==> src/rtl/multicycle_ctrl_pkg.sv <==
// Shared encodings for the multicycle MIPS-style controller: opcodes, functs,
// ALU/memory operation codes, FSM states and instruction classes.
package multicycle_ctrl_pkg;

   localparam logic [5:0] OP_RTYPE = 6'h00;
   localparam logic [5:0] OP_J     = 6'h02;
   localparam logic [5:0] OP_JAL   = 6'h03;
   localparam logic [5:0] OP_BEQ   = 6'h04;
   localparam logic [5:0] OP_BNE   = 6'h05;
   localparam logic [5:0] OP_ADDI  = 6'h08;
   localparam logic [5:0] OP_ADDIU = 6'h09;
   localparam logic [5:0] OP_SLTI  = 6'h0A;
   localparam logic [5:0] OP_SLTIU = 6'h0B;
   localparam logic [5:0] OP_ANDI  = 6'h0C;
   localparam logic [5:0] OP_ORI   = 6'h0D;
   localparam logic [5:0] OP_XORI  = 6'h0E;
   localparam logic [5:0] OP_LUI   = 6'h0F;
   localparam logic [5:0] OP_LB    = 6'h20;
   localparam logic [5:0] OP_LH    = 6'h21;
   localparam logic [5:0] OP_LW    = 6'h23;
   localparam logic [5:0] OP_LBU   = 6'h24;
   localparam logic [5:0] OP_LHU   = 6'h25;
   localparam logic [5:0] OP_SB    = 6'h28;
   localparam logic [5:0] OP_SH    = 6'h29;
   localparam logic [5:0] OP_SW    = 6'h2B;

   localparam logic [5:0] FN_SLL  = 6'h00;
   localparam logic [5:0] FN_SRL  = 6'h02;
   localparam logic [5:0] FN_SRA  = 6'h03;
   localparam logic [5:0] FN_JR   = 6'h08;
   localparam logic [5:0] FN_JALR = 6'h09;
   localparam logic [5:0] FN_ADD  = 6'h20;
   localparam logic [5:0] FN_ADDU = 6'h21;
   localparam logic [5:0] FN_SUB  = 6'h22;
   localparam logic [5:0] FN_SUBU = 6'h23;
   localparam logic [5:0] FN_AND  = 6'h24;
   localparam logic [5:0] FN_OR   = 6'h25;
   localparam logic [5:0] FN_XOR  = 6'h26;
   localparam logic [5:0] FN_NOR  = 6'h27;
   localparam logic [5:0] FN_SLT  = 6'h2A;
   localparam logic [5:0] FN_SLTU = 6'h2B;

   typedef enum logic [3:0] {
      ALU_ADD  = 4'd0,
      ALU_SUB  = 4'd1,
      ALU_AND  = 4'd2,
      ALU_OR   = 4'd3,
      ALU_XOR  = 4'd4,
      ALU_NOR  = 4'd5,
      ALU_SLT  = 4'd6,
      ALU_SLTU = 4'd7,
      ALU_SLL  = 4'd8,
      ALU_SRL  = 4'd9,
      ALU_SRA  = 4'd10,
      ALU_LUI  = 4'd11
   } alu_op_e;

   typedef enum logic [1:0] {
      MEM_WORD = 2'd0,
      MEM_HALF = 2'd1,
      MEM_BYTE = 2'd2
   } mem_op_e;

   typedef enum logic [2:0] {
      ST_FETCH  = 3'd0,
      ST_DECODE = 3'd1,
      ST_EXEC   = 3'd2,
      ST_MEM    = 3'd3,
      ST_WB     = 3'd4,
      ST_HALT   = 3'd5
   } state_e;

   typedef enum logic [3:0] {
      CLS_R_ALU     = 4'd0,
      CLS_SHIFT_IMM = 4'd1,
      CLS_I_ALU     = 4'd2,
      CLS_LUI       = 4'd3,
      CLS_LOAD      = 4'd4,
      CLS_STORE     = 4'd5,
      CLS_BEQ       = 4'd6,
      CLS_BNE       = 4'd7,
      CLS_J         = 4'd8,
      CLS_JAL       = 4'd9,
      CLS_JR        = 4'd10,
      CLS_JALR      = 4'd11,
      CLS_ILLEGAL   = 4'd12
   } insn_class_e;

   typedef struct packed {
      insn_class_e cls;
      alu_op_e     alu_op;
      mem_op_e     mem_op;
      logic        mem_ext;
   } decode_t;

   function automatic decode_t mk_dec(insn_class_e c, alu_op_e a, mem_op_e m, logic e);
      decode_t d;
      d.cls     = c;
      d.alu_op  = a;
      d.mem_op  = m;
      d.mem_ext = e;
      return d;
   endfunction

   function automatic logic uses_imm(insn_class_e c);
      return (c == CLS_I_ALU) || (c == CLS_LUI) || (c == CLS_LOAD) || (c == CLS_STORE);
   endfunction

endpackage

==> src/rtl/insn_class_decode.sv <==
// Combinational OpCode/funct classifier: instruction class plus the ALU and
// memory controls that class will need in later states.
module insn_class_decode
   import multicycle_ctrl_pkg::*;
(
   input  logic [5:0] OpCode,
   input  logic [5:0] funct,
   output decode_t    dec
);

   always_comb begin
      dec = mk_dec(CLS_ILLEGAL, ALU_ADD, MEM_WORD, 1'b0);
      case (OpCode)
         OP_RTYPE: begin
            case (funct)
               FN_ADD, FN_ADDU: dec = mk_dec(CLS_R_ALU, ALU_ADD, MEM_WORD, 1'b0);
               FN_SUB, FN_SUBU: dec = mk_dec(CLS_R_ALU, ALU_SUB, MEM_WORD, 1'b0);
               FN_AND:          dec = mk_dec(CLS_R_ALU, ALU_AND, MEM_WORD, 1'b0);
               FN_OR:           dec = mk_dec(CLS_R_ALU, ALU_OR, MEM_WORD, 1'b0);
               FN_XOR:          dec = mk_dec(CLS_R_ALU, ALU_XOR, MEM_WORD, 1'b0);
               FN_NOR:          dec = mk_dec(CLS_R_ALU, ALU_NOR, MEM_WORD, 1'b0);
               FN_SLT:          dec = mk_dec(CLS_R_ALU, ALU_SLT, MEM_WORD, 1'b0);
               FN_SLTU:         dec = mk_dec(CLS_R_ALU, ALU_SLTU, MEM_WORD, 1'b0);
               FN_SLL:          dec = mk_dec(CLS_SHIFT_IMM, ALU_SLL, MEM_WORD, 1'b0);
               FN_SRL:          dec = mk_dec(CLS_SHIFT_IMM, ALU_SRL, MEM_WORD, 1'b0);
               FN_SRA:          dec = mk_dec(CLS_SHIFT_IMM, ALU_SRA, MEM_WORD, 1'b0);
               FN_JR:           dec = mk_dec(CLS_JR, ALU_ADD, MEM_WORD, 1'b0);
               FN_JALR:         dec = mk_dec(CLS_JALR, ALU_ADD, MEM_WORD, 1'b0);
               default: ;
            endcase
         end
         OP_J:              dec = mk_dec(CLS_J, ALU_ADD, MEM_WORD, 1'b0);
         OP_JAL:            dec = mk_dec(CLS_JAL, ALU_ADD, MEM_WORD, 1'b0);
         OP_BEQ:            dec = mk_dec(CLS_BEQ, ALU_SUB, MEM_WORD, 1'b0);
         OP_BNE:            dec = mk_dec(CLS_BNE, ALU_SUB, MEM_WORD, 1'b0);
         OP_ADDI, OP_ADDIU: dec = mk_dec(CLS_I_ALU, ALU_ADD, MEM_WORD, 1'b0);
         OP_SLTI:           dec = mk_dec(CLS_I_ALU, ALU_SLT, MEM_WORD, 1'b0);
         OP_SLTIU:          dec = mk_dec(CLS_I_ALU, ALU_SLTU, MEM_WORD, 1'b0);
         OP_ANDI:           dec = mk_dec(CLS_I_ALU, ALU_AND, MEM_WORD, 1'b0);
         OP_ORI:            dec = mk_dec(CLS_I_ALU, ALU_OR, MEM_WORD, 1'b0);
         OP_XORI:           dec = mk_dec(CLS_I_ALU, ALU_XOR, MEM_WORD, 1'b0);
         OP_LUI:            dec = mk_dec(CLS_LUI, ALU_LUI, MEM_WORD, 1'b0);
         OP_LB:             dec = mk_dec(CLS_LOAD, ALU_ADD, MEM_BYTE, 1'b1);
         OP_LH:             dec = mk_dec(CLS_LOAD, ALU_ADD, MEM_HALF, 1'b1);
         OP_LW:             dec = mk_dec(CLS_LOAD, ALU_ADD, MEM_WORD, 1'b1);
         OP_LBU:            dec = mk_dec(CLS_LOAD, ALU_ADD, MEM_BYTE, 1'b0);
         OP_LHU:            dec = mk_dec(CLS_LOAD, ALU_ADD, MEM_HALF, 1'b0);
         OP_SB:             dec = mk_dec(CLS_STORE, ALU_ADD, MEM_BYTE, 1'b0);
         OP_SH:             dec = mk_dec(CLS_STORE, ALU_ADD, MEM_HALF, 1'b0);
         OP_SW:             dec = mk_dec(CLS_STORE, ALU_ADD, MEM_WORD, 1'b0);
         default: ;
      endcase
   end

endmodule

==> src/rtl/multicycle_ctrl.sv <==
// Multicycle controller FSM: FETCH/DECODE/EXEC/MEM/WB/HALT sequencing, memory
// wait counter with timeout, and per-state datapath control decode.
module multicycle_ctrl
   import multicycle_ctrl_pkg::*;
#(
   parameter int unsigned MEM_TIMEOUT = 16
) (
   input  logic       clk,
   input  logic       rst,
   input  logic [5:0] OpCode,
   input  logic [5:0] funct,
   input  logic       Zero,
   input  logic       mem_ready,
   output logic       PCWrite,
   output logic [1:0] PCSrc,
   output logic       IRWrite,
   output logic       RegWrite,
   output logic [1:0] RegDst,
   output logic [1:0] RegSrc,
   output logic       ALUSrcA,
   output logic       ALUSrcB,
   output logic [3:0] ALUOp,
   output logic       MemReq,
   output logic       MemWrite,
   output logic [1:0] MemOp,
   output logic       MemExt,
   output logic       InstrDone,
   output logic       Fault,
   output logic [2:0] State
);

   localparam int unsigned CW = $clog2(MEM_TIMEOUT + 1);

   state_e         state_q, state_d;
   decode_t        dec_q, dec_d;
   decode_t        dec_now;
   logic [CW-1:0]  wait_q, wait_d;
   logic           fault_q, fault_d;
   logic           mem_timeout;
   logic           br_taken;

   insn_class_decode u_decode (
      .OpCode (OpCode),
      .funct  (funct),
      .dec    (dec_now)
   );

   assign mem_timeout = (state_q == ST_MEM) && !mem_ready &&
                        (wait_q == CW'(MEM_TIMEOUT - 1));
   assign br_taken    = (dec_q.cls == CLS_BEQ) ? Zero : !Zero;

   always_comb begin
      state_d = state_q;
      dec_d   = dec_q;
      wait_d  = wait_q;
      fault_d = fault_q;
      case (state_q)
         ST_FETCH: state_d = ST_DECODE;
         ST_DECODE: begin
            dec_d = dec_now;
            case (dec_now.cls)
               CLS_J, CLS_JAL, CLS_JR, CLS_JALR: state_d = ST_FETCH;
               CLS_ILLEGAL: begin
                  state_d = ST_HALT;
                  fault_d = 1'b1;
               end
               default: state_d = ST_EXEC;
            endcase
         end
         ST_EXEC: begin
            case (dec_q.cls)
               CLS_BEQ, CLS_BNE: state_d = ST_FETCH;
               CLS_LOAD, CLS_STORE: begin
                  state_d = ST_MEM;
                  wait_d  = '0;
               end
               default: state_d = ST_WB;
            endcase
         end
         ST_MEM: begin
            if (mem_ready) begin
               state_d = (dec_q.cls == CLS_STORE) ? ST_FETCH : ST_WB;
            end else if (mem_timeout) begin
               state_d = ST_HALT;
               fault_d = 1'b1;
            end else begin
               wait_d = wait_q + CW'(1);
            end
         end
         ST_WB:   state_d = ST_FETCH;
         ST_HALT: state_d = ST_HALT;
         default: state_d = ST_HALT;
      endcase
   end

   always_ff @(posedge clk or posedge rst) begin
      if (rst) begin
         state_q <= ST_FETCH;
         dec_q   <= mk_dec(CLS_ILLEGAL, ALU_ADD, MEM_WORD, 1'b0);
         wait_q  <= '0;
         fault_q <= 1'b0;
      end else begin
         state_q <= state_d;
         dec_q   <= dec_d;
         wait_q  <= wait_d;
         fault_q <= fault_d;
      end
   end

   // Outputs decode the registered state and are forced low while rst is high,
   // so a reset landing mid-MEM drops MemReq without waiting for a clock.
   always_comb begin
      PCWrite   = 1'b0;
      PCSrc     = 2'd0;
      IRWrite   = 1'b0;
      RegWrite  = 1'b0;
      RegDst    = 2'd0;
      RegSrc    = 2'd0;
      ALUSrcA   = 1'b0;
      ALUSrcB   = 1'b0;
      ALUOp     = ALU_ADD;
      MemReq    = 1'b0;
      MemWrite  = 1'b0;
      MemOp     = MEM_WORD;
      MemExt    = 1'b0;
      InstrDone = 1'b0;
      Fault     = fault_q;
      if (!rst) begin
         if (state_q == ST_EXEC || state_q == ST_MEM) begin
            ALUOp   = dec_q.alu_op;
            ALUSrcA = (dec_q.cls == CLS_SHIFT_IMM);
            ALUSrcB = uses_imm(dec_q.cls);
         end
         case (state_q)
            ST_FETCH: begin
               IRWrite = 1'b1;
               PCWrite = 1'b1;
               PCSrc   = 2'd0;
            end
            ST_DECODE: begin
               case (dec_now.cls)
                  CLS_J, CLS_JAL: begin
                     PCWrite   = 1'b1;
                     PCSrc     = 2'd2;
                     InstrDone = 1'b1;
                  end
                  CLS_JR, CLS_JALR: begin
                     PCWrite   = 1'b1;
                     PCSrc     = 2'd3;
                     InstrDone = 1'b1;
                  end
                  CLS_ILLEGAL: Fault = 1'b1;
                  default: ;
               endcase
               if (dec_now.cls == CLS_JAL || dec_now.cls == CLS_JALR) begin
                  RegWrite = 1'b1;
                  RegSrc   = 2'd2;
                  RegDst   = (dec_now.cls == CLS_JAL) ? 2'd2 : 2'd1;
               end
            end
            ST_EXEC: begin
               if (dec_q.cls == CLS_BEQ || dec_q.cls == CLS_BNE) begin
                  PCWrite   = br_taken;
                  PCSrc     = br_taken ? 2'd1 : 2'd0;
                  InstrDone = 1'b1;
               end
            end
            ST_MEM: begin
               MemReq    = 1'b1;
               MemWrite  = (dec_q.cls == CLS_STORE);
               MemOp     = dec_q.mem_op;
               MemExt    = dec_q.mem_ext;
               InstrDone = mem_ready && (dec_q.cls == CLS_STORE);
               if (mem_timeout) Fault = 1'b1;
            end
            ST_WB: begin
               RegWrite  = 1'b1;
               RegSrc    = (dec_q.cls == CLS_LOAD) ? 2'd1 : 2'd0;
               RegDst    = (dec_q.cls == CLS_R_ALU || dec_q.cls == CLS_SHIFT_IMM) ? 2'd1 : 2'd0;
               InstrDone = 1'b1;
            end
            default: ;
         endcase
      end
   end

   assign State = state_q;

endmodule

==> config.mk <==
export PLATFORM = sky130hd
export DESIGN_NAME = multicycle_ctrl
export DESIGN_NICKNAME = d
export VERILOG_FILES = /design/src/rtl/multicycle_ctrl_pkg.sv /design/src/rtl/insn_class_decode.sv /design/src/rtl/multicycle_ctrl.sv
export SDC_FILE = /design/constraint.sdc
export NUM_CORES = 1
export LEC_CHECK = 0
export BUFFER_PORTS_ARGS = -buffer_cell sky130_fd_sc_hd__buf_2
export CAP_MARGIN = 20
export CELL_PAD_IN_SITES_DETAIL_PLACEMENT = 1
export CELL_PAD_IN_SITES_GLOBAL_PLACEMENT = 1
export CORE_MARGIN = 2
export CORE_UTILIZATION = 41
export CTS_CLUSTER_DIAMETER = 60
export DETAILED_ROUTE_END_ITERATION = 8
export HOLD_SLACK_MARGIN = 0.15
export PLACE_DENSITY_LB_ADDON = 0.1
export SYNTH_ARGS = -nofsm -noshare
export SYNTH_HDL_FRONTEND = slang
export SYNTH_SLANG_ARGS = --single-unit
==> constraint.sdc <==
create_clock -name clk -period 5.95 [get_ports clk]
set_input_delay 0.2975 -clock clk [delete_from_list [all_inputs] [get_ports clk]]
set_output_delay 0.2975 -clock clk [all_outputs]
set_load 0.02 [all_outputs]
Yosys cells after proc, flatten, opt, wreduce, memory -nomap -nowiden
Cells that the tools add are included.
Word-level totals
  flip-flop bits (word level): 20
  bits of input ports: 16
  output and inout port bits: 25
  word-level logic and storage cells: 150
Operators by class
  $add $sub $neg: 1
  equal/unequal tests: 55
  muxes and demuxes: 59
  reduce and logical (&&, ||, !) cells: 28
Operators by type and width (count)
  11-bit one-hot mux with 20 select lines: 1
  11-bit one-hot mux with 13 select lines: 1
  6-bit == test (second input constant): 18
  6-bit by 4-bit == test with 1-bit output (second input constant): 10
  1-bit 2-to-1 mux: 28
  6-bit by 2-bit == test with 1-bit output (second input constant): 4
  4-bit == test (second input constant): 5
  4-bit by 3-bit == test with 1-bit output (second input constant): 4
  2-bit 2-to-1 mux: 8
  2-bit one-hot mux with 2 select lines: 4
  5-bit 2-to-1 mux: 3
  3-bit one-hot mux with 5 select lines: 1
  2-bit OR reduction: 7
  6-bit by 3-bit == test with 1-bit output (second input constant): 2
  6-bit logical NOT: 2
  3-bit one-hot mux with 2 select lines: 2
  5-bit one-hot mux with 2 select lines: 1
  3-bit 2-to-1 mux: 3
  4-bit by 2-bit == test with 1-bit output (second input constant): 2
  4-bit 2-to-1 mux: 2
  1-bit logical OR: 7
  3-bit by 2-bit == test with 1-bit output (second input constant): 2
  1-bit one-hot mux with 2 select lines: 3
  5-bit by 1-bit adder with 5-bit output (second input constant): 1
  17 further kinds: 22

Logic depth before layout (Yosys ltp)
Gate-level depths: netlist of run 1.
  depth after elaboration: 9
  depth in mapped cells: 7

Hierarchy
Synthesis of run 1 repeated with hierarchy kept, for this count alone.
Unflattened totals
  cell total of the unflattened synthesis: 216
  area, all modules: 1836.8 µm²
Modules (own cells, without submodules)
  multicycle_ctrl: times used 1, cells each 131, area each 1333.8 µm²
  insn_class_decode: times used 1, cells each 85, area each 503.0 µm²

Worst setup path after synthesis of run 1
OpenSTA, ideal clock, no wires.
  path kind: register to output
  start point: register state_q[0] (netlist: State[0])
  end point: output port RegDst[0]
  arrival: 2.078 ns
  required time: 5.653 ns
  slack: 3.575 ns
  stages on the path, launching flop included: 8
  path through: dfrtp_1 > buf_4 > nor2b_4 > nand2b_1 > or4_1 > buf_2 > or3_1 > o22ai_2
On the way
  cells in the longest elaborated chain, start to end: 3
Ends and longest elaborated chain
  start, declared: line multicycle_ctrl.sv:34  | state_e state_q, state_d;
  start signal, assigned: line multicycle_ctrl.sv:103  | state_q <= state_d;
  3-bit == test or 3-bit by 1-bit == test with 1-bit output (tied branches): line multicycle_ctrl.sv:134  | case (state_q)
  2-bit one-hot mux with 2 select lines *: line multicycle_ctrl.sv:134
  2-bit 2-to-1 mux *: line multicycle_ctrl.sv:128  | if (!rst) begin
  end, declared: line multicycle_ctrl.sv:18  | output logic [1:0] RegDst,
Every way passes the cells marked *; elsewhere a longest branch is shown, timed or not.

Worst setup path in the final report of run 1
Ends and elaborated chain as after synthesis.

==> results.md, run 1 <==
* Gpl congestion at 0.799
* Final Hold Vio Count at 0
* Clk slew on worst S/H paths at 0.08 ns
* Initial DRC Count at 125
* Cell Pwr Density at 305 nW/um^2
* Num Clock Sinks at 20
* Initial core utilization at 43.7%
* Post-Syn Area at 1640 um^2
* Status: completed
* Seq/Total Area, Yosys at 30.8%
* Area of the core at 3740 um^2
* Port Buffers at 40
* Initial antenna violation count at 0
* Setup TNS at 0 ns
* DRT Wirelength at 5.06 mm
* Root Buffer: clkbuf_8
* Setup Buffers After CTS at 0
* Max rail drop VDD at 0.193 mV
* CP Class: register to primary output
* Highest Clock Rate at 331 MHz
* Wire length per cell at 17.6 um
* Total Nets Final at 258
* Crit start category: register
* Die area at 4510 um^2
* Syn avg cell area at 7.82 um^2
* CTS tree: done
* H-tree depth at 1
* Mapped Cells at 209
* Area grow syn2layout at 15.4%
* Overall Global Routing Usage at 23.8%
* Clk buf depth at 2
* Crit path capture type: primary output
* Final setup fails at 0
* Post-synth EDFFs at 0
* Shortest period the worst path allows at 3.02 ns
* Syn Nets at 227
* CP max FO at 11
* Diodes inserted at 0
* Most used flip-flop cell after synthesis: dfrtp_1
* Least-Margin Pin Slew at 0.940 ns
* CP required at 5.65 ns
* Layout cell share with drive strength beyond 1 at 23.0%
* Clock skew at 0.00150 ns
* Maxcap violations at 0
* Class of the worst hold path: primary input to async pin
* Static Leak at 0.000844 uW
* Synth async-reset ratio at 100%
* Largest net degree at the start of global routing at 23
* Max Slew Vio Count at 0
* DR pass1 iterations at 4
* Final ANT Viol Nets at 0
* Die Y at 67.2 um
* CTS Hold Buffers Added at 0
* Die width at 67.2 um
* Cts repair resizes at 0
* Drt drc at 0
* Post-synthesis register bit count at 20
* Grt total ovfl at 0
* Via density at 5.90
* Final Hold Slack at 0.284 ns
* Total number of vias at 1692
* Worst path arrival time at 2.72 ns
* Dpl hpwl at 3.85 mm
* Fill cells at 468
* RSZ-0062 raised after global routing: no
* Clk_lat worst skew at 0.26 ns
* Synth warn at 0
* First-pass GRT wire length at 8.19 mm
* Worst slew margin at 36.9%
* FP Rows at 22
* Synth unique cells at 53
* Final period utilization at 50.7%
* Ports at 41
* Total CTS buffers at 3
* Vias in the first global route at 1605
[sequential cells by signal, summed over array words and instances (netlist names)]
register  flops
dec_q        11
wait_q        5
fault_q       1
State         3
[cells in the final DEF, fill, tap and decap left out, drive strengths merged, types with 4 or more instances in the layout]
cell type	n
nand3	4
nor3	9
a21oi	5
nand2	20
or4	4
buf	40
and2	5
nand2b	9
a31oi	6
nor2b	9
nor2	24
clkbuf	4
and3	7
xor2	5
dfrtp	18
o21ai	12
inv	6
o31ai	4
nor4	5
[report_power, final]
group / total (uW) / internal [uW] / switching, uW
sequential: 236 / 176 / 60.2
combinational: 235 / 89.1 / 146
clock: 104 / 58.9 / 45.6
total: 576 / 324 / 252
[cell type report]
type	count	area, um^2	share of cell area, %
Multi-Input combinational cell	169	1050	55.4
Sequential cell	20	503	26.7
Tap cell	48	60.1	3.18
Inverter	6	22.5	1.19
Timing Repair Buffer	40	200	10.6
Clock buffer	4	55.1	2.92
[synthesized netlist by cell type (2+ instances only)]
cell       count  area share [%]
o31ai_1        4             1.8
and2_1         5             1.9
buf_4          2            0.92
nor4_1         4             1.5
nand4_1        3             1.1
o21ai_0       11             3.4
a2bb2oi_1      2             1.1
o21a_1         2            0.92
or4_1          4             1.8
inv_1          6             1.4
a21o_1         2            0.92
nand2b_1       9             3.4
buf_2          3            0.92
or3_1          3             1.1
xor2_1         5             2.7
nor3_1         9             2.8
a31oi_1        6             2.3
and3_1         7             2.7
clkbuf_1       9             2.1
nor2b_1        8             3.1
o32ai_1        3             1.6
dfstp_2        2             3.2
dfrtp_1       18              28
mux2_2         3             2.1
nand3_1        4             1.2
ha_1           2             1.5
nor2_1        24             5.5
a21oi_1        5             1.5
nand2_1       20             4.6
[cell families (layout without fill, tap and decap cells)]
kind of cell	count (synthesis)	count (layout)	share of synthesized area [%]
AO/OA/AOI/OAI	49	49	21.0
XOR/XNOR	6	6	3.21
adder cells (fa/ha/maj)	2	2	1.53
buffers and inverters	20	50	5.28
flip-flops	20	20	30.8
multiplexers	3	3	2.07
AND/OR/NAND/NOR	109	109	36.1
[per-stage QoR]
step,utilization [%],cell area (um^2),cells,total power (uW),setup slack [ns]
floorplan,-,1640,209,400,3.57
global placement,48.9,1830,283,454,3.30
detailed placement,48.9,1830,283,471,3.24
CTS,50.4,1890,287,579,2.95
global route,50.4,1890,287,618,2.76
finish,50.4,1890,287,576,2.93
[final timing paths]
check | from | to | slack [ns] | depth (start not counted)
hold / removal | rst | dec_q[7] | 0.28 | 2
setup / recovery | State[0] | RegDst[0] | 2.93 | 6
hold reg to reg | dec_q[2] | dec_q[2] | 0.49 | 2
setup reg to reg | wait_q[0] | wait_q[1] | 3.72 | 6
min in group clk | funct[1] | dec_q[5] | 0.37 | 3
max in group asynchronous | rst | fault_q | 5.13 | 2
[layer usage]
layer	vias to the layer above	routed length [um]	track usage, %
met5	-	0	0
met4	0	14	3.83
met3	2	142	3.17
met2	26	2380	38.0
met1	844	2520	34.9
li1	820	-	-
[critical path: stages, from the launching register on]
cell and delay [ns]:
dfrtp_1 0.52, nor2b_4 0.26, nand2b_1 0.27, or4_1 0.70
or3_1 0.40, o22ai_2 0.11, buf_2 0.19
Power figures use the tool's default switching activity.
==> inputs of run 2 (changes only) <==
Settings changed: CORE_UTILIZATION 41 to 35.
Clock period 5.95 ns to 2.5 ns, I/O delays scaled along.
==> run 2 against run 1 <==
Effect of this change:
- wire length is 3.3% lower
- sequential share of layout area is 1.4 points lower
- utilization is 5.2 points lower
- cell count is 5.2% higher
- clock power grew to 3.1 times the previous value
- global-route usage is 4.5 points lower
- non-clock buffer count is 11 higher
- sequential power is 110% higher
- register-to-register slack worse by 3.1 ns
- highest routed layer unchanged
==> results.md, run 2 (synthesized netlist as in run 1, its figures left out) <==
* Status: completed
* Comb power frac at 44.5%
* Dpl hpwl at 3.71 mm
* Area grow syn2layout at 22.0%
* First-pass GRT wire length at 7.96 mm
* Finished Cell Area at 1990 um^2
* CP required at 2.38 ns
* RSZ-0062 raised after global routing: no
* DR pass1 iterations at 4
* Max Slew Vio Count at 0
* CP Capture Point: PCSrc[0]
* Clk slew on worst S/H paths at 0.08 ns
* Dpl ws at 0.359 ns
* Area of the multi-input gates at 1050 um^2
* Worst-path cell chain: nor2b_4 > nand2b_1 > or4_1 > buf_4 > o21ai_0 > and3_1 > buf_2
* P_int at 900 uW
* FP Rows at 24
* Max FFs per register at 11
* Crit start category: register
* Die area at 5240 um^2
* Root Buffer: clkbuf_8
* Initial antenna violation count at 0
* Largest reg by FF count: dec_q
* Diodes inserted at 0
* Met3 Wirelength at 110 um
* Total number of vias at 1699
* Class of the worst hold path: primary input to register
* DRT Wirelength at 4.89 mm
* Switching Share at 39.7%
* Sequential share of power at 33.6%
* Die width at 72.4 um
* Clk_lat worst skew at 0.26 ns
* Total CTS buffers at 3
* Crit path capture type: primary output
* Overall Global Routing Usage at 19.3%
* Met1 WL at 2.28 mm
* Net switching power at 594 uW
* Met2 wire len at 2.45 mm
* Worst path arrival time at 2.21 ns
* Sequential cell area at 504 um^2
* Fill cells at 574
* Largest stage delay, worst path at 0.54 ns
* Cell Pwr Density at 749 nW/um^2
* Critical Path Slowest Stage Cell: or4_1
* Initial core utilization at 37.0%
* Worst slew margin at 59.8%
* Commonest non-fill, non-tap cells in the layout: 40 x buf_2, 24 x nor2_1, 20 x nand2_1
* Most common cell after layout, fill and taps aside: buf_2
* Crit path from: State[2]
* Least-Margin Pin Slew at 0.597 ns
* Total Nets Final at 269
* Area of the core at 4410 um^2
* Gpl congestion at 0.794
* Clock skew at 0.00262 ns
* Maxcap violations at 0
* Top cell family by delay on the critical path: simple AND/OR/NAND/NOR gates
* Shortest period the worst path allows at 2.33 ns
* CP Class: register to primary output
* Port Buffers at 40
* Worst r2r src: wait_q[0]
* Final worst-path setup slack at 0.169 ns
* Die Y at 72.4 um
* Via density at 5.63
* R2r worst-path depth at 7
* Final period utilization at 93.2%
* Largest net degree at the start of global routing at 21
* Clk buf depth at 2
* Reg-to-Reg End: wait_q[4]
* Clk network pwr share at 21.9%
* CP Buf/Inv Count at 2
* Highest Clock Rate at 429 MHz
* Final ANT Viol Nets at 0
* Setup TNS at 0 ns
* Static Leak at 0.000901 uW
* Final setup fails at 0
* Reg2reg setup slack at 0.60 ns
* CTS tree: done
* Wire length per cell at 16.2 um
* Ports at 41
* Layout cell share with drive strength beyond 1 at 26.4%
* Max rail drop VDD at 0.267 mV
* Initial DRC Count at 78
* Placed standard-cell area at 1900 um^2
* Num Clock Sinks at 20
* CP max FO at 6
* Grt total ovfl at 0
* Drt drc at 0
* Final Hold Vio Count at 0
* Max Used Layer: met4
* Vias in the first global route at 1659
* Core Util, Final at 45.2%
* CP Depth at 7
* H-tree depth at 1
run 2: per-stage QoR:
step	cells	hold slack [ns]	total power (uW)
after floorplan	209	0.104	952
after global placement	296	0.173	1140
after detailed placement	296	0.177	1160
after CTS	301	0.195	1490
after global routing	302	0.217	1600
final	302	0.198	1490
run 2: final cells by class:
class                      count  share of cell area [%]
sequential                    20                    25.3
clock inverter                 1                    1.51
timing repair buffer          51                    14.3
clock buffer                   3                    2.07
tap                           52                    3.26
inverter                       6                    1.13
multi-input combinational    169                    52.4
run 2: metal layers:
metal	vias up	GRT usage, %
met5	-	0
met4	0	5.66
met3	5	1.25
met2	27	33.1
met1	826	26.1
li1	841	-
run 2: what timing repair did:
action | in CTS | in global routing
resized for setup | 0 | 1
setup buffers | 0 | 1
endpoints found under the setup margin | 0 | 2
hold buffers | 1 | 0
hold endpoints to repair | 5 | 0
run 2: worst min-delay path by stage:
stage	cells past startpoint	start	to	slack, ns
2_1_floorplan	1	rst	State[0]	0.10
3_3_place_gp	2	rst	dec_q[8]	0.17
3_5_place_dp	2	rst	dec_q[8]	0.18
4_1_cts	2	OpCode[0]	dec_q[2]	0.20
5_1_grt	3	funct[1]	dec_q[5]	0.22
6_report	3	funct[1]	dec_q[5]	0.20
run 2: power by group through the flow:
stage	clock network, uW	logic (uW)	registers (uW)
floorplan	0	449	502
global placement	0	628	517
detailed placement	0	636	522
CTS	335	640	515
global route	345	738	521
finish	327	665	502
run 2: worst register-to-register path: stages (launching register included):
cell and delay [ns]:
dfrtp_1 0.39, ha_1 0.18, and3_1 0.16, ha_1 0.17
nor3_1 0.06, buf_4 0.15, nor2_1 0.29, mux2_2 0.38
==> inputs of run 3 (changes only) <==
Settings changed: SETUP_SLACK_MARGIN set to 0.5.
==> run 3 against run 2 <==
Effect of this change:
- power increased by 17%
- combinational power rose by 39%
- sequential cell count unchanged
- sequential share of layout area shrank 2.8 points
- wire length increased by 8.9%
- cell count up 3.3%
- clock-buffer cell count unchanged
- worst setup slack better by 0.17 ns
- die area unchanged
- clock power about the same
- first-iteration DRC count down 15%
- worst hold slack worse by 0.0089 ns
- critical endpoint is now RegDst[0]
- highest routed layer unchanged
==> results.md, run 3 (synthesized netlist as in run 1, its figures left out) <==
* CP required at 2.38 ns
* Clk buf depth at 2
* Max FFs per register at 11
* Setup TNS at 0 ns
* Finished Layout Cells at 312
* Total number of vias at 1769
* Max rail drop VDD at 0.273 mV
* Die area at 5240 um^2
* RSZ-0062 raised after global routing: yes
* Crit path capture type: primary output
* Clk slew on worst S/H paths at 0.08 ns
* Top cell family by delay on the critical path: simple AND/OR/NAND/NOR gates
* Maxcap violations at 0
* Area of the core at 4410 um^2
* P_int at 1050 uW
* Die width at 72.4 um
* Cells after DPL at 292
* Final period utilization at 86.4%
* Vias in the first global route at 1765
* Worst slew margin at 60.4%
* Comb power frac at 52.9%
* Class of the worst hold path: primary input to register
* First-pass GRT wire length at 8.33 mm
* Wire length per cell at 17.1 um
* Area grow syn2layout at 37.6%
* Layout cell share with drive strength beyond 1 at 38.5%
* DRT Wirelength at 5.32 mm
* Overall Global Routing Usage at 20.1%
* Crit start category: register
* Static Leak at 0.000986 uW
* Commonest non-fill, non-tap cells in the layout: 34 x buf_2, 20 x buf_4, 19 x nor2_1
* Total Nets Final at 279
* CTS tree: done
* Port Buffers at 40
* Clk_lat worst skew at 0.26 ns
* Gpl congestion at 0.901
* Max Slew Vio Count at 0
* FP Rows at 24
* Worst path arrival time at 2.03 ns
* Critical Path Slowest Stage Cell: or4_4
* Root Buffer: clkbuf_8
* Final setup fails at 0
* Switching Share at 39.9%
* Final Hold Vio Count at 0
* Highest Clock Rate at 463 MHz
* Grt total ovfl at 0
* Via density at 5.67
* Most common cell after layout, fill and taps aside: buf_2
* Final ANT Viol Nets at 0
* CP Buf/Inv Count at 1
* Die Y at 72.4 um
* Drt drc at 0
* CP Class: register to primary output
* Net switching power at 699 uW
* Status: completed
* Largest stage delay, worst path at 0.51 ns
* Sequential share of power at 28.5%
* Initial DRC Count at 66
* H-tree depth at 1
* CP max FO at 3
* Initial core utilization at 37.0%
* Diodes inserted at 0
* DR pass1 iterations at 4
* Initial antenna violation count at 0
* Ports at 41
* Largest net degree at the start of global routing at 21
* Num Clock Sinks at 20
* Total CTS buffers at 3
* Cell Pwr Density at 778 nW/um^2
* Final Hold Slack at 0.189 ns
* Largest reg by FF count: dec_q
* Worst-path cell chain: nor2b_4 > nand2b_1 > or4_4 > or3_4 > o22ai_4 > buf_6
* Dpl hpwl at 3.70 mm
* Least-Margin Pin Slew at 0.588 ns
* Clock skew at 0.00555 ns
* Shortest period the worst path allows at 2.16 ns
* Clk network pwr share at 18.6%
-- run 3: cell types whose count changed in the layout (fill, tap and decap cells not counted), sizes merged --
cell / previous run / this run
buf: 50 / 60
-- run 3: through the flow --
step | cell area, um^2 | utilization, % | power, uW | setup slack (ns)
final | 2250 | 51.0 | 1750 | 0.340
after global routing | 2250 | 51.0 | 1870 | 0.258
after CTS | 2080 | 47.1 | 1590 | 0.328
after detailed placement | 1890 | 42.8 | 1150 | 0.241
after global placement | 1890 | 42.8 | 1140 | 0.258
after floorplan | 1660 | - | 975 | 0.411
-- run 3: layer usage --
metal / GRT usage, % / wire length [um] / vias up
li1: - / - / 862
met1: 25.9 / 2440 / 862
met2: 35.6 / 2670 / 37
met3: 1.94 / 140 / 8
met4: 5.66 / 74 / 0
met5: 0 / 0 / -
-- run 3: area by class of cell --
type	instances	area, um^2
Fill cell	547	2160
Multi-Input combinational cell	169	1180
Sequential cell	20	507
Timing Repair Buffer	61	402
Tap cell	52	65.1
Clock buffer	3	41.3
Clock inverter	1	30.0
Inverter	6	25.0
-- run 3: path summary, 6_finish.rpt --
path                       startpoint        end  slack [ns]  cells after the start
max                          State[2]  RegDst[0]        0.34                      6
max in group asynchronous         rst   State[0]        1.45                      4
max reg2reg                 wait_q[0]  wait_q[1]        0.50                      7
min                          funct[1]   dec_q[5]        0.19                      3
min in group asynchronous         rst   State[1]        0.52                      3
min reg2reg                  dec_q[1]   dec_q[1]        0.48                      2
-- run 3: timing repair --
action / in CTS / in global routing
resized for setup: 17 / 31
endpoints found under the setup margin: 11 / 13
endpoints found under the hold margin: 6 / 0
pin swaps: 3 / 7
hold buffers: 1 / 0
buffers inserted: 6 / 9
-- run 3: worst register-to-register path, cell delays in order (launching register included) --
cell and delay [ns]:
dfrtp_1 0.41, ha_2 0.20, and3_1 0.18, ha_2 0.18, nor3_1 0.33, buf_4 0.21
nor2_1 0.10, mux2_2 0.30
-- run 3: power by group through the flow --
| stage | Combinational (uW) | Sequential [uW] | Clock, uW |
|---|---|---|---|
| 3_5_place_dp | 612 | 537 | 0 |
| 5_1_grt | 1000 | 509 | 353 |
| 3_3_place_gp | 608 | 536 | 0 |
| 2_1_floorplan | 467 | 508 | 0 |
| 6_report | 926 | 499 | 326 |
| 4_1_cts | 752 | 503 | 332 |
